[config.mk]
export PLATFORM = sky130hd
export DESIGN_NAME = mem_stream_reader_flat
export DESIGN_NICKNAME = d
export VERILOG_FILES = /design/src/rtl/mem_stream_reader_pkg.sv /design/src/rtl/mem_stream_reader_if.sv /design/src/rtl/stream_skid_fifo.sv /design/src/rtl/mem_stream_reader.sv /design/src/flat_wrapper.sv
export SDC_FILE = /design/constraint.sdc
export NUM_CORES = 1
export LEC_CHECK = 0
export ABC_AREA = 0
export BUFFER_PORTS_ARGS = -buffer_cell sky130_fd_sc_hd__buf_2
export CAP_MARGIN = 20
export CORE_ASPECT_RATIO = 0.75
export CORE_MARGIN = 3
export CORE_UTILIZATION = 59
export CTS_CLUSTER_SIZE = 14
export DETAILED_ROUTE_END_ITERATION = 6
export GPL_TIMING_DRIVEN = 0
export PLACE_DENSITY_LB_ADDON = 0.3
export SYNTH_ARGS = -nofsm -noshare
export SYNTH_HDL_FRONTEND = slang
export SYNTH_HIERARCHICAL = 1
export SYNTH_SLANG_ARGS = --single-unit
[constraint.sdc]
create_clock -name clk -period 7.5 [get_ports clk]
set_input_delay 0.75 -clock clk [delete_from_list [all_inputs] [get_ports clk]]
set_output_delay 0.75 -clock clk [all_outputs]
set_load 0.005 [all_outputs]
[src/rtl/mem_stream_reader_pkg.sv]
// mem_stream_reader_pkg: shared types and sizes for the memory stream reader and its skid FIFO
package mem_stream_reader_pkg;
  localparam int SKID_DEPTH = 2;
  localparam int SKID_CNT_W = $clog2(SKID_DEPTH + 1);
  localparam int SKID_IDX_W = $clog2(SKID_DEPTH);
  localparam int STREAM_DATA_W = 64;
  typedef enum logic [1:0] {IDLE, READ, DRAIN} reader_state_e;
  typedef struct packed {
    logic [STREAM_DATA_W-1:0] data;
    logic                     last;
  } stream_word_t;
endpackage

[src/rtl/mem_stream_reader_if.sv]
// mem_stream_reader_if: command, memory read port and output stream of one reader
interface mem_stream_reader_if #(
  parameter int MEM_WIDTH_BYTES = 8,
  parameter int MEM_DEPTH = 256
);
  localparam int AW = $clog2(MEM_DEPTH);
  localparam int DW = MEM_WIDTH_BYTES * 8;
  logic          start_in;
  logic [AW-1:0] base_addr_in;
  logic [AW:0]   len_in;
  logic          busy_out;
  logic          done_out;
  logic [AW-1:0] mem_read_addr_out;
  logic          mem_read_out;
  logic [DW-1:0] mem_read_data_in;
  logic          out_valid_out;
  logic [DW-1:0] out_data_out;
  logic          out_last_out;
  logic          out_ready_in;
  logic          debugen_in;
  modport master (
    input  start_in, base_addr_in, len_in, mem_read_data_in, out_ready_in, debugen_in,
    output busy_out, done_out, mem_read_addr_out, mem_read_out, out_valid_out, out_data_out, out_last_out
  );
  modport slave (
    output start_in, base_addr_in, len_in, mem_read_data_in, out_ready_in, debugen_in,
    input  busy_out, done_out, mem_read_addr_out, mem_read_out, out_valid_out, out_data_out, out_last_out
  );
endinterface

[src/rtl/stream_skid_fifo.sv]
// stream_skid_fifo: small first-word-fall-through FIFO of stream words, head is always visible
module stream_skid_fifo
  import mem_stream_reader_pkg::*;
#(
  parameter type word_t = stream_word_t
) (
  input  logic                  clk,
  input  logic                  reset,
  input  logic                  push,
  input  word_t                 push_word,
  input  logic                  pop,
  output word_t                 head,
  output logic                  valid,
  output logic [SKID_CNT_W-1:0] count
);
  word_t q [SKID_DEPTH];
  logic pop_e;
  logic [SKID_IDX_W-1:0] slot;
  assign valid = count != '0;
  assign head = q[0];
  assign pop_e = pop && valid;
  // a push lands behind whatever survives this cycle's pop
  assign slot = SKID_IDX_W'(count - SKID_CNT_W'(pop_e));
  always_ff @(posedge clk)
    if (!reset) begin
      q <= '{default: '0};
      count <= '0;
    end else begin
      if (pop_e) for (int i = 0; i < SKID_DEPTH - 1; i++) q[i] <= q[i + 1];
      if (push) q[slot] <= push_word;
      count <= count + SKID_CNT_W'(push) - SKID_CNT_W'(pop_e);
    end
endmodule

[src/rtl/mem_stream_reader.sv]
// mem_stream_reader: reads a run of consecutive memory words and streams them out with a last marker
module mem_stream_reader
  import mem_stream_reader_pkg::*;
#(
  parameter int MEM_WIDTH_BYTES = 8,
  parameter int MEM_DEPTH = 256,
  parameter bit SHOWAHEAD = 0
) (
  input logic clk,
  input logic reset,
  mem_stream_reader_if.master bus
);
  localparam int AW = $clog2(MEM_DEPTH);
  localparam int DW = MEM_WIDTH_BYTES * 8;
  typedef struct packed {
    logic [DW-1:0] data;
    logic          last;
  } word_t;
  reader_state_e state, state_nx;
  logic [AW-1:0] addr, addr_nx;
  logic [AW:0] rem, rem_nx, len_c;
  logic done_q, done_nx, pend, pend_last, credit, issue, final_rd, push, pop, head_valid;
  logic [SKID_CNT_W-1:0] cnt;
  word_t head, push_word;
  assign len_c = bus.len_in > (AW+1)'(MEM_DEPTH) ? (AW+1)'(MEM_DEPTH) : bus.len_in;
  assign pop = head_valid && bus.out_ready_in;
  // a word leaving this cycle frees its slot for a read issued in the same cycle
  assign credit = int'(cnt) + int'(pend) - int'(pop) < SKID_DEPTH;
  assign issue = state == READ && credit;
  assign final_rd = rem == (AW+1)'(1);
  assign push = SHOWAHEAD ? issue : pend;
  assign push_word = '{data: bus.mem_read_data_in, last: SHOWAHEAD ? final_rd : pend_last};
  always_ff @(posedge clk)
    if (!reset) begin
      state <= IDLE;
      addr <= '0;
      rem <= '0;
      done_q <= 1'b0;
      pend <= 1'b0;
      pend_last <= 1'b0;
    end else begin
      state <= state_nx;
      addr <= addr_nx;
      rem <= rem_nx;
      done_q <= done_nx;
      pend <= !SHOWAHEAD && issue;
      pend_last <= final_rd;
    end
  always_comb begin
    state_nx = state;
    addr_nx = addr;
    rem_nx = rem;
    done_nx = 1'b0;
    case (state)
      IDLE: if (bus.start_in) begin
        done_nx = len_c == '0;
        state_nx = len_c == '0 ? IDLE : READ;
        addr_nx = bus.base_addr_in;
        rem_nx = len_c;
      end
      READ: if (issue) begin
        addr_nx = addr + 1'b1;
        rem_nx = rem - 1'b1;
        state_nx = final_rd ? DRAIN : READ;
      end
      DRAIN: if (pop && head.last) begin
        state_nx = IDLE;
        done_nx = 1'b1;
      end
      default: state_nx = IDLE;
    endcase
  end
  stream_skid_fifo #(.word_t(word_t)) u_fifo (
    .clk,
    .reset,
    .push,
    .push_word,
    .pop,
    .head,
    .valid(head_valid),
    .count(cnt)
  );
  assign bus.busy_out = state != IDLE;
  assign bus.done_out = done_q;
  assign bus.mem_read_out = issue;
  assign bus.mem_read_addr_out = addr;
  assign bus.out_valid_out = head_valid;
  assign bus.out_data_out = head_valid ? head.data : '0;
  assign bus.out_last_out = head_valid && head.last;
`ifndef SYNTHESIS
  always_ff @(posedge clk)
    if (reset && bus.debugen_in)
      $write("%0t msr st=%s start=%b len=%0d rd=%b ra=%h v=%b r=%b d=%h l=%b done=%b\n", $time, state.name(),
             bus.start_in, bus.len_in, issue, addr, head_valid, bus.out_ready_in, bus.out_data_out,
             bus.out_last_out, done_q);
`endif
endmodule

[src/flat_wrapper.sv]
// flat-port wrapper written by rule: the top's interface ports become plain ports
module mem_stream_reader_flat import mem_stream_reader_pkg::*;
#(
  parameter int MEM_WIDTH_BYTES = 8,
  parameter int MEM_DEPTH = 256,
  parameter bit SHOWAHEAD = 0
)
  (clk, reset, bus_start_in, bus_base_addr_in, bus_len_in, bus_mem_read_data_in, bus_out_ready_in, bus_debugen_in, bus_busy_out, bus_done_out, bus_mem_read_addr_out, bus_mem_read_out, bus_out_valid_out, bus_out_data_out, bus_out_last_out);
  mem_stream_reader_if #(.MEM_WIDTH_BYTES(MEM_WIDTH_BYTES), .MEM_DEPTH(MEM_DEPTH)) bus_i ();
  input logic clk;
  input logic reset;
  input wire logic [$bits(bus_i.start_in)-1:0] bus_start_in;
  input wire logic [$bits(bus_i.base_addr_in)-1:0] bus_base_addr_in;
  input wire logic [$bits(bus_i.len_in)-1:0] bus_len_in;
  input wire logic [$bits(bus_i.mem_read_data_in)-1:0] bus_mem_read_data_in;
  input wire logic [$bits(bus_i.out_ready_in)-1:0] bus_out_ready_in;
  input wire logic [$bits(bus_i.debugen_in)-1:0] bus_debugen_in;
  output wire logic [$bits(bus_i.busy_out)-1:0] bus_busy_out;
  output wire logic [$bits(bus_i.done_out)-1:0] bus_done_out;
  output wire logic [$bits(bus_i.mem_read_addr_out)-1:0] bus_mem_read_addr_out;
  output wire logic [$bits(bus_i.mem_read_out)-1:0] bus_mem_read_out;
  output wire logic [$bits(bus_i.out_valid_out)-1:0] bus_out_valid_out;
  output wire logic [$bits(bus_i.out_data_out)-1:0] bus_out_data_out;
  output wire logic [$bits(bus_i.out_last_out)-1:0] bus_out_last_out;
  assign bus_i.start_in = bus_start_in;
  assign bus_i.base_addr_in = bus_base_addr_in;
  assign bus_i.len_in = bus_len_in;
  assign bus_i.mem_read_data_in = bus_mem_read_data_in;
  assign bus_i.out_ready_in = bus_out_ready_in;
  assign bus_i.debugen_in = bus_debugen_in;
  assign bus_busy_out = bus_i.busy_out;
  assign bus_done_out = bus_i.done_out;
  assign bus_mem_read_addr_out = bus_i.mem_read_addr_out;
  assign bus_mem_read_out = bus_i.mem_read_out;
  assign bus_out_valid_out = bus_i.out_valid_out;
  assign bus_out_data_out = bus_i.out_data_out;
  assign bus_out_last_out = bus_i.out_last_out;
  mem_stream_reader #(.MEM_WIDTH_BYTES(MEM_WIDTH_BYTES), .MEM_DEPTH(MEM_DEPTH), .SHOWAHEAD(SHOWAHEAD)) u_core (.clk(clk), .reset(reset), .bus(bus_i));
endmodule
==> impl_metrics.yaml <==
outcome:
  outcome: "complete, no violations"
clocking:
  clk-insertion-delay-late_ps: 420
  h-tree-depth: 4
  ctsHoldBuffers: 0
  cts_buffers: 17
  cts_tree: "yes"
  cts_setup_buffers: 0
  cts_sinks: 154
  clockBufferDepth: 2
  ctsResizeCount: 0
  clkTransAtPathRegs_ps: 60
  cts_root_buf: "clkbuf_16"
placement:
  place_congestion: 0.899
  placed_cell_area_sq_um: 8840
  dp_hpwl_um: 14900
  portBuffers: 161
  preCtsSetupSlack_ps: 3850
  dp.cells: 1254
synthesis:
  syn_nets: 1019
  syn_inst: 927
  async_flop_share: 0
  ys_ff_latch: 154
  avgSynthCellArea_sq_um: 8.44
  ys_dominant_reg_cell: "dfxtp_1"
  ys.warnings.count: 6
  ys_seq_area_frac: 0.394
  synth_edf_count: 0
  synthDistinctLibCells: 54
  synth_area_sq_um: 7820
drt:
  routed_via_density: 5.91
  drt_first_pass_iters: 5
  drc_errors: 0
  ant_nets: 0
  m1WireLength_um: 9520
  routed.top_layer: "met5"
  wl_per_cell_um: 17.1
  route.met2.wl_um: 9830
  met3_length_um: 2280
  wl_um: 22000
  routed-via-count: 7595
  first_iter_violations: 703
power_and_ir_drop:
  powerDensity_nw_per_um2: 228
  irDropWorstVdd_uv: 168
  power_uw: 2150
  leakage_uw: 0.00393
setup_path:
  crit_required_ps: 6750
  cp-start-kind: "flip-flop"
  worstSetupPathType: "flip-flop to primary output"
  startpoint: "u_core/u_fifo/count[1]$_SDFF_PN0_"
  reg2reg_from: "u_core/u_fifo/count[1]$_SDFF_PN0_"
  r2r_slack_ps: 3840
  crit_arrival_ps: 3230
  end_kind: "primary output"
  crit_path_end: "bus_mem_read_out"
  reg2reg_depth: 12
  worstPathMaxFanout: 10
final_layout:
  diodes: 0
  final_common_cell: "buf_2"
  final_cell_mix: "buf_2, dfxtp_1, nand2_1"
  area_growth_pct: 20.6
  fin_cells: 1286
  stdcell_area_sq_um: 9440
  nets: 1199
  nFillCells: 981
  final_layout_size_suffix_gt1_frac: 0.260
timing:
  tns_ps: 0
  final-setup-viol-count: 0
  final-max-slew-violation-count: 0
  finalCritPeriodShare: 0.531
  finalHoldViolations: 0
  fin_skew_ps: 15.6
  worst_slack_ps: 3520
  tightestPinTransition_ps: 724
  fmax_ghz: 0.251
  relSlewSlack: 0.517
  rsz0062_at_grt: "no"
  fin_crit_ps: 3980
global_routing:
  grt_use_total: 0.288
  grt_overflow: 0
  grt_first_pass_wirelength_um: 35000
  grt_pass1_vias: 7068
  grt_max_degree: 17
  antenna_found_initial: 1
floorplanning:
  die-area_sq_um: 14700
  fp.dieW_um: 139
  start_util: 0.620
  rows: 35
  core_sq_um: 12600
  fp.dieH_um: 106
  io_pins: 163
min_path:
  hold_path_class: "flip-flop to flip-flop"
flow_run:
  drv_cap: 0
==> through the flow <==
stage | utilization | hold WS, ps
after global routing | 0.748 | 479
after global placement | 0.701 | 444
after detailed placement | 0.701 | 454
after floorplan | - | 438
final | 0.748 | 464
after CTS | 0.748 | 461
==> per-layer routing <==
metal,GRT usage,vias up
met4,0.0929,2
met2,0.455,479
met5,0,-
met1,0.398,3466
met3,0.0590,43
li1,-,3605
==> kinds of logic (layout without fill, tap and decap cells) <==
| group | Yosys count | in the layout | synth area share |
|---|---|---|---|
| mux | 65 | 65 | 0.0832 |
| simple gates | 340 | 340 | 0.202 |
| compound gates | 200 | 200 | 0.190 |
| buf+inv | 160 | 353 | 0.118 |
| fa+ha+maj | 6 | 6 | 0.0106 |
| xor+xnor | 2 | 2 | 0.00224 |
| flops | 154 | 154 | 0.394 |
==> final cells by class <==
| cell class | instances | area (sq um) | area share |
|---|---|---|---|
| buffer | 148 | 880 | 0.0932 |
| clock buffer | 18 | 439 | 0.0465 |
| clock inverter | 14 | 160 | 0.0170 |
| inverter | 12 | 45.0 | 0.00477 |
| multi-input combinational | 613 | 3820 | 0.404 |
| sequential | 154 | 3080 | 0.327 |
| tap | 166 | 208 | 0.0220 |
| timing repair buffer | 161 | 806 | 0.0854 |
==> report_power, final <==
part	total (uW)	internal [uW]	leakage (uW)	switching (uW)
sequential	907	870	0.00125	37.1
combinational	368	162	0.00239	206
clock	874	508	0.000292	366
==> worst min path at each step <==
stage	endpoint	slack (ps)	depth (start not counted)
finish	flip-flop	460	2
global route	flip-flop	480	2
CTS	flip-flop	460	2
detailed placement	flip-flop	450	2
global placement	flip-flop	440	2
floorplan	flip-flop	440	2
==> synth_stat cells, types with 5 or more instances <==
cell type  instances  area share
dfxtp_1          154        0.39
inv_1             11      0.0053
o41ai_1           65       0.073
and2_1            69       0.055
nand3_1            7      0.0045
a31oi_1           74       0.059
and3_1             8      0.0064
ha_1               5      0.0080
buf_6              8       0.012
a211oi_1           8      0.0077
o21ai_0            8      0.0051
nor2_1            72       0.035
nand2_1          151       0.072
or3_1              5      0.0040
mux2i_1           65       0.083
a21oi_1           11      0.0070
clkbuf_1          59       0.028
buf_2             16       0.010
buf_4             65       0.062
==> worst max-delay path: stages (launching register included) <==
cell	delay, ps
dfxtp_1	400
or2_2	370
and2_1	230
nor2b_1	130
o21ai_0	130
fa_1	450
xnor2_1	360
a22o_1	270
buf_6	180
nand2_1	130
inv_1	80
buf_2	100
Note: power is estimated with default switching activity, not from simulation.
